`config.mk`:
```
export PLATFORM = sky130hd
export DESIGN_NAME = waveform_generator
export DESIGN_NICKNAME = d
export VERILOG_FILES = /design/src/rtl/waveform_pkg.sv /design/src/rtl/waveform_generator_phase_accumulator.sv /design/src/rtl/waveform_generator.sv
export SDC_FILE = /design/constraint.sdc
export NUM_CORES = 1
export LEC_CHECK = 0
export ABC_AREA = 1
export CORE_ASPECT_RATIO = 1.1
export CORE_MARGIN = 2
export CORE_UTILIZATION = 45
export CTS_CLUSTER_DIAMETER = 200
export DETAILED_ROUTE_END_ITERATION = 12
export GPL_TIMING_DRIVEN = 0
export PLACE_DENSITY = 0.69
export REMOVE_ABC_BUFFERS = 1
export SYNTH_ARGS = -nofsm -noshare
export SYNTH_HDL_FRONTEND = slang
export SYNTH_SLANG_ARGS = --single-unit
export TNS_END_PERCENT = 30
```
`constraint.sdc`:
```
create_clock -name clk -period 11.2 [get_ports clk]
set_clock_uncertainty 0.05 [all_clocks]
set_input_delay 1.68 -clock clk [delete_from_list [all_inputs] [get_ports clk]]
set_output_delay 1.68 -clock clk [all_outputs]
set_load 0.02 [all_outputs]
```
`src/rtl/waveform_pkg.sv`:
```
`default_nettype none
// waveform_pkg: mode encoding and default widths shared by the DDS waveform generator.
// Rev 1.0
package waveform_pkg;

   localparam int DEF_ACC_WIDTH  = 32;
   localparam int DEF_FREQ_WIDTH = 23;
   localparam int DEF_OUT_WIDTH  = 8;
   localparam int DEF_AMP_WIDTH  = 8;

   typedef enum logic [1:0] {
      MODE_SAW_UP   = 2'd0,
      MODE_SAW_DOWN = 2'd1,
      MODE_TRIANGLE = 2'd2,
      MODE_SQUARE   = 2'd3
   } wave_mode_e;

endpackage
`default_nettype wire

```
`src/rtl/waveform_generator_phase_accumulator.sv`:
```
`default_nettype none
// phase_accumulator: modulo-2^ACC_WIDTH phase register with carry detect and wrap pulse.
// Rev 1.0
module phase_accumulator
   import waveform_pkg::*;
#(
   parameter int ACC_WIDTH   = DEF_ACC_WIDTH,
   parameter int FREQ_WIDTH  = DEF_FREQ_WIDTH,
   parameter int PHASE_WIDTH = DEF_OUT_WIDTH + 1
) (
   input  logic                   clk,
   input  logic                   reset,
   input  logic                   enable,
   input  logic                   phase_sync,
   input  logic [FREQ_WIDTH-1:0]  freq_i,
   output logic [PHASE_WIDTH-1:0] phase_o,
   output logic                   carry_o,
   output logic                   wrap_o
);

   logic [ACC_WIDTH-1:0] acc_q, acc_d;
   logic [ACC_WIDTH:0]   sum;
   logic                 wrap_q, wrap_d;

   // One extra bit on the adder captures the carry-out that marks a period boundary.
   assign sum     = {1'b0, acc_q} + (ACC_WIDTH+1)'(freq_i);
   assign carry_o = enable & sum[ACC_WIDTH];

   always_comb begin
      acc_d  = acc_q;
      wrap_d = carry_o | phase_sync;
      if (phase_sync) begin
         acc_d = '0;
      end else if (enable) begin
         acc_d = sum[ACC_WIDTH-1:0];
      end
   end

   always_ff @(posedge clk or posedge reset) begin
      if (reset) begin
         acc_q  <= '0;
         wrap_q <= 1'b0;
      end else begin
         acc_q  <= acc_d;
         wrap_q <= wrap_d;
      end
   end

   assign phase_o = acc_q[ACC_WIDTH-1 -: PHASE_WIDTH];
   assign wrap_o  = wrap_q;

endmodule
`default_nettype wire

```
`src/rtl/waveform_generator.sv`:
```
`default_nettype none
// waveform_generator: four-shape DDS with double-buffered configuration and a
// two-stage shape/scale pipeline. Rev 1.0
module waveform_generator
   import waveform_pkg::*;
#(
   parameter int ACC_WIDTH  = DEF_ACC_WIDTH,
   parameter int FREQ_WIDTH = DEF_FREQ_WIDTH,
   parameter int OUT_WIDTH  = DEF_OUT_WIDTH,
   parameter int AMP_WIDTH  = DEF_AMP_WIDTH
) (
   input  logic                  clk,
   input  logic                  reset,
   input  logic                  enable,
   input  logic                  phase_sync,
   input  logic                  cfg_load,
   input  logic [FREQ_WIDTH-1:0] frequency,
   input  logic [AMP_WIDTH-1:0]  amplitude,
   input  logic [1:0]            mode,
   input  logic [OUT_WIDTH-1:0]  duty,
   output logic [OUT_WIDTH-1:0]  wave_out,
   output logic                  wave_valid,
   output logic                  wrap,
   output logic                  cfg_pending
);

   typedef struct packed {
      logic [FREQ_WIDTH-1:0] freq;
      logic [AMP_WIDTH-1:0]  amp;
      wave_mode_e            mode;
      logic [OUT_WIDTH-1:0]  duty;
   } cfg_t;

   localparam int   PROD_W     = OUT_WIDTH + AMP_WIDTH + 1;
   localparam cfg_t ACT_RESET  = '{freq: '0, amp: '0, mode: MODE_SAW_UP,
                                   duty: OUT_WIDTH'(1) << (OUT_WIDTH - 1)};

   cfg_t                 act_q, act_d, pend_q, pend_d, cfg_in;
   logic                 pend_flag_q, pend_flag_d;
   logic                 carry, apply;
   logic [OUT_WIDTH:0]   phase;
   logic [OUT_WIDTH-1:0] p_phase, t_phase;
   logic [OUT_WIDTH-1:0] shape_q, shape_d;
   logic [AMP_WIDTH-1:0] amp_q;
   logic [AMP_WIDTH:0]   gain;
   logic [PROD_W-1:0]    product;
   logic [OUT_WIDTH-1:0] wave_q, wave_d;
   logic [2:0]           en_q;

   phase_accumulator #(
      .ACC_WIDTH  (ACC_WIDTH),
      .FREQ_WIDTH (FREQ_WIDTH),
      .PHASE_WIDTH(OUT_WIDTH + 1)
   ) u_phase_accumulator (
      .clk       (clk),
      .reset     (reset),
      .enable    (enable),
      .phase_sync(phase_sync),
      .freq_i    (act_q.freq),
      .phase_o   (phase),
      .carry_o   (carry),
      .wrap_o    (wrap)
   );

   assign cfg_in = '{freq: frequency, amp: amplitude, mode: wave_mode_e'(mode), duty: duty};

   // A stalled accumulator has no period to protect, so pending config may land at once.
   assign apply = pend_flag_q & (carry | phase_sync | ~enable);

   always_comb begin
      act_d       = act_q;
      pend_d      = pend_q;
      pend_flag_d = pend_flag_q;
      if (apply) begin
         act_d       = pend_q;
         pend_flag_d = 1'b0;
      end
      if (cfg_load) begin
         pend_d      = cfg_in;
         pend_flag_d = 1'b1;
      end
   end

   assign p_phase = phase[OUT_WIDTH:1];
   assign t_phase = phase[OUT_WIDTH-1:0];

   always_comb begin
      shape_d = p_phase;
      case (act_q.mode)
         MODE_SAW_UP:   shape_d = p_phase;
         MODE_SAW_DOWN: shape_d = ~p_phase;
         MODE_TRIANGLE: shape_d = phase[OUT_WIDTH] ? ~t_phase : t_phase;
         MODE_SQUARE:   shape_d = (p_phase < act_q.duty) ? '1 : '0;
         default:       shape_d = p_phase;
      endcase
   end

   // amp+1 makes all-ones exact unity without any post-scale correction.
   assign gain    = {1'b0, amp_q} + (AMP_WIDTH+1)'(1);
   assign product = PROD_W'(shape_q) * PROD_W'(gain);
   assign wave_d  = OUT_WIDTH'(product >> AMP_WIDTH);

   always_ff @(posedge clk or posedge reset) begin
      if (reset) begin
         act_q       <= ACT_RESET;
         pend_q      <= '0;
         pend_flag_q <= 1'b0;
         shape_q     <= '0;
         amp_q       <= '0;
         wave_q      <= '0;
         en_q        <= '0;
      end else begin
         act_q       <= act_d;
         pend_q      <= pend_d;
         pend_flag_q <= pend_flag_d;
         shape_q     <= shape_d;
         amp_q       <= act_q.amp;
         wave_q      <= wave_d;
         en_q        <= {en_q[1:0], enable};
      end
   end

   assign wave_out    = wave_q;
   assign wave_valid  = en_q[2];
   assign cfg_pending = pend_flag_q;

endmodule
`default_nettype wire

```
; ---- Word-level counts from Yosys, hierarchy flattened
; Index checks and enable logic that the tools add are counted.
[totals]
inputBits = 46
reg_bits = 143
out_inout_bits = 11
elab_cells = 39
[classes]
n_mul = 1
reduce_logical = 3
order_cmp = 1
addsub = 2
bitwise_logic = 7
n_eq_ne = 3
n_mux = 7
[op_table]
columns = op, count
row1 = two-way mux 32 bit, 2
row2 = adder 32 x 23 -> 33 bit, 1
row3 = one-hot mux 8 bit (4 select lines), 1
row4 = multiplier 8 x 9 -> 16 bit, 1
row5 = two-way mux 8 bit, 2
row6 = NOT 8 bit, 2
row7 = adder 8 x 1 -> 9 bit (second input constant), 1
row8 = < comparator 8 bit, 1
row9 = equality test 2 bit (second input constant), 2
row10 = nonzero test 2 bit, 2
row11 = AND 1 bit, 2
row12 = equality test 2 x 1 -> 1 bit (second input constant), 1
row13 = logical NOT 2 bit, 1
row14 = two-way mux 1 bit, 2
row15 = bitwise OR 1 bit, 2
row16 = NOT 1 bit, 1

; ---- Depth between registers and ports, before layout
[depth]
depth_word = 7
mapped_depth = 23
ltp_nobuf = 22

; ---- Hierarchy
; From an unflattened synthesis, not the netlist that was laid out.
[unflattened]
cells_unflattened = 1301
hier_area_um2 = 9831.9
[modules_own_cells]
columns = module, area_each_um2, seq_area_each_um2, cells_per_inst, n_inst
row1 = waveform_generator, 6581.3, 2753.9, 761, 1
row2 = phase_accumulator, 3250.6, 825.8, 540, 1

; ---- Worst setup path before layout
; No wires, ideal clock.
[synth_timing]
path_type = register to register
startpoint = reg amp_q[0]
endpoint = reg wave_q[7] (netlist: wave_out[7])
period_less_slack_ns = 4.574
n_path_buf = 1
slack_ns = 6.626
required_ns = 11.032
path_stages_with_launch = 21
setup_time_ns = 0.118
arrival_time_ns = 4.407
path_cell_list = dfrtp_1 -> clkbuf_2 -> nand3_1 -> inv_1 -> nand4_1 -> nor2_1 -> xor2_1 -> nor2_1 -> fa_1 -> fa_1 -> fa_1 -> inv_1 -> fa_1 -> inv_1 -> ha_1 -> a21oi_1 -> o21ai_0 -> a21oi_1 -> nand2_1 -> nand2_1 -> nand2_1
[synth_via]
elab_chain_len = 2
[synth_rtl]
columns = item, line_no
row1 = "start, declared", waveform_generator.sv:44  ; logic [AMP_WIDTH-1:0] amp_q;
row2 = "start signal, assigned", waveform_generator.sv:117  ; amp_q <= act_q.amp;
row3 = adder 8 x 1 -> 9 bit, waveform_generator.sv:99  ; assign gain = {1'b0, amp_q} + (AMP_WIDTH+1)'(1);
row4 = multiplier 8 x 9 -> 16 bit, waveform_generator.sv:100  ; assign product = PROD_W'(shape_q) * PROD_W'(gain);
row5 = via product[15], waveform_generator.sv:46  ; logic [PROD_W-1:0] product;
row6 = "end signal, assigned", waveform_generator.sv:118  ; wave_q <= wave_d;
row7 = "end, declared", waveform_generator.sv:47  ; logic [OUT_WIDTH-1:0] wave_q, wave_d;
; The timed path passes the listed nets, and every way through them passes these cells.
; A chain may end at the register's enable or synchronous reset.

; ---- Worst setup path in the final report
[layout_timing]
startpoint = reg amp_q[0]
endpoint = reg wave_q[6] (netlist: wave_out[6])
; Same word-level chain as after synthesis.

==> impl_metrics.py <==
metrics = {
    "final_layout": {
        "final_common_cell": "nand2_1",
        "final_cell_area_mm2": 0.0111,
        "final_cell_mix": "491 x nand2_1, 157 x inv_1, 141 x dfrtp_1",
        "final_layout_size_suffix_gt1_share_pct": 3.91,
        "instances_no_fill": 1647,
        "diodes": 0,
        "finalNetCount": 1495,
        "area_delta_synth_final_pct": 14.7,
    },
    "logic_synthesis": {
        "yosys_register_bits": 143,
        "yosysSeqAreaShare_pct": 37.1,
        "syn-cell-area_mm2": 0.00965,
        "yosysUniqueCellTypes": 39,
        "netlist_instances": 1299,
        "yosysWarnings": 0,
        "avgSynthCellArea_um2": 7.43,
    },
    "flow_run": {
        "cap_viol_max_count": 0,
    },
    "critical_path": {
        "crit_end": "wave_out[6]",
        "critPathArrivalTime_ps": 5540,
        "worstReg2RegEnd": "wave_out[6]",
        "start_kind": "flop",
        "critPathRequiredTime_ps": 11450,
        "endpoint_kind": "flop",
        "crit_fanout": 9,
        "slowest_stage": "xor2_1",
        "r2r_slack_ps": 5910,
        "cp_cell_sequence": "ha_1 > nand3_1 > xor2_1 > or2_2 > fa_1 > fa_1 > inv_1 > fa_1 > inv_1 > fa_1 > inv_1 > ha_1 > a21oi_1 > o21ai_0 > a21oi_1 > nand2_1 > nand2_1 > nand2_1",
        "reg2reg_from": "amp_q[0]",
        "cp-startpoint": "amp_q[0]",
        "rr_worst_depth": 18,
        "slowest_delay_ps": 630,
        "critPathKind": "reg -> reg",
        "cp_common_cell": "fa_1",
    },
    "clocking": {
        "post_cts_resized": 0,
        "htreeDepth": 4,
        "hold_buffers": 0,
        "cts_tree": "built",
        "numCtsBuffers": 17,
        "path_clk_slew_ps": 60,
        "cts-root-buf": "clkbuf_16",
        "clkSinkCount": 143,
        "worstSkewPairLatency_ps": 420,
        "post-cts-setup-buffers": 0,
        "clock_path_buffers": 2,
    },
    "worst_hold_path": {
        "hold_start": "en_q[1]",
        "min_path_type": "reg -> reg",
    },
    "routing": {
        "num_vias": 8213,
        "dr.first_iter.drc_count": 411,
        "dr.pass1.iters": 5,
        "wl_per_cell_um": 13.6,
        "ant_nets": 0,
        "routed_via_density": 4.99,
        "drt-total-wl_um": 22300,
        "drc": 0,
    },
    "sta": {
        "setup_viol": 0,
        "worst_pin_slew_ps": 858,
        "finalHoldViolCount": 0,
        "rsz0062_at_grt": "false",
        "fin_crit_sh_pct": 47.2,
        "fmax_mhz": 189,
        "fin_crit_ps": 5290,
        "setup-tns-final_ps": 0,
        "whs_ps": 308,
        "maxSlewViolCount": 0,
        "slew_headroom_pct": 42.8,
    },
    "placement": {
        "place_hpwl_um": 16800,
        "io_buffers": 56,
        "globalplace.congestion": 0.955,
        "postPlaceCellArea_mm2": 0.0105,
        "dp_cells": 1614,
    },
    "global_route": {
        "grt_overflow": 0,
        "grt_busiest_layer": "met2",
        "grt_start_max_net_pins": 84,
        "met2_usage_pct": 36.2,
        "use_met1_pct": 27.0,
        "grt_pass1_vias": 7851,
        "track_usage_pct": 20.9,
        "antenna_found_initial": 0,
        "grt_use_met3_pct": 2.57,
        "grt_pass1_wl_um": 37600,
    },
    "power": {
        "p_leak_nw": 5.94,
        "finalPower_mw": 2.04,
        "powerDensity_mw_per_mm2": 185,
        "irDropWorstVdd_mv": 0.103,
    },
    "floorplanning": {
        "core-area_mm2": 0.0212,
        "pin_count": 57,
        "die_x_um": 144,
        "rows": 56,
        "die_area_mm2": 0.0226,
        "initial_core_util_pct": 45.6,
        "die-height_um": 158,
    },
    "run_status": {
        "outcome": "finished clean",
    },
}
per-layer routing:
layer,vias up,part of all wire [%]
met5,-,0
met4,0,1.9
met3,32,3.0
met2,152,50
met1,3876,45
li1,4153,-
layout make-up:
type,count,area (um2)
inverter,160,606
clock buffer,17,425
timing repair buffer,60,641
sequential,143,3580
tap,290,363
multi-input combinational,962,5300
fill,2054,10100
clock inverter,15,155
synth_stat cells, drive strengths merged:
| cell | instances | area, um2 |
|---|---|---|
| a21boi | 2 | 15.0 |
| nor3 | 11 | 55.1 |
| dfrtp | 142 | 3550 |
| buf | 10 | 83.8 |
| fa | 41 | 821 |
| a31oi | 1 | 6.26 |
| and2 | 2 | 12.5 |
| ha | 64 | 801 |
| a2111oi | 1 | 8.76 |
| inv | 159 | 597 |
| a31o | 1 | 8.76 |
| o31ai | 2 | 15.0 |
| xnor2 | 2 | 17.5 |
| or2 | 5 | 31.3 |
| clkinv | 1 | 3.75 |
| a21o | 1 | 7.51 |
| a21oi | 46 | 230 |
| a22o | 2 | 17.5 |
| o21ai | 34 | 170 |
| nor2 | 132 | 495 |
| o21bai | 3 | 22.5 |
| clkbuf | 24 | 92.6 |
| nand2 | 494 | 1870 |
| a32o | 2 | 20.0 |
| nand3 | 85 | 425 |
| nand3b | 2 | 15.0 |
| nand4 | 15 | 109 |
| nor3b | 2 | 15.0 |
| dfstp | 1 | 26.3 |
| xor2 | 12 | 105 |
state kept, by name (all words and copies together) (netlist names):
register	flops
act_q	41
pend_q	41
u_phase_accumulator.acc_q	32
amp_q	8
shape_q	8
wave_out	8
en_q	3
cfg_pending	1
u_phase_accumulator.wrap_o	1
kinds of logic after synthesis:
logic type,count (synthesis),synth area share (%)
flip-flops,143,37.1
AND/OR/NAND/NOR,748,31.4
buffers and inverters,194,8.05
adder cells (fa/ha/maj),105,16.8
AO/OA/AOI/OAI,95,5.41
XOR/XNOR,14,1.27
worst max-delay path, delay by kind of cell (launching register included):
kind	cells	cell delay [ps]
buf+inv	3	160
compound gates	3	670
flops	1	480
xor+xnor	1	630
simple gates	5	540
fa+ha+maj	6	2640
stage by stage:
step,utilization (%),setup WS (ps)
2_1_floorplan,-,5630
3_3_place_gp,49.1,3490
3_5_place_dp,49.4,5980
4_1_cts,52.2,5970
5_1_grt,52.3,5630
6_report,52.3,5910
worst min-delay path by stage:
stage,end,slack (ps),cells past startpoint
final,en_q[2],310,0
after CTS,en_q[2],310,0
after detailed placement,en_q[2],290,0
after floorplan,en_q[1],280,0
after global placement,en_q[2],280,0
after global routing,en_q[1],320,0
report_power, final:
group	internal (mW)	switching (mW)	total, mW
Sequential	0.603	0.0591	0.662
Clock	0.312	0.242	0.554
Combinational	0.304	0.524	0.827
Note: power is estimated with default switching activity, not from simulation.
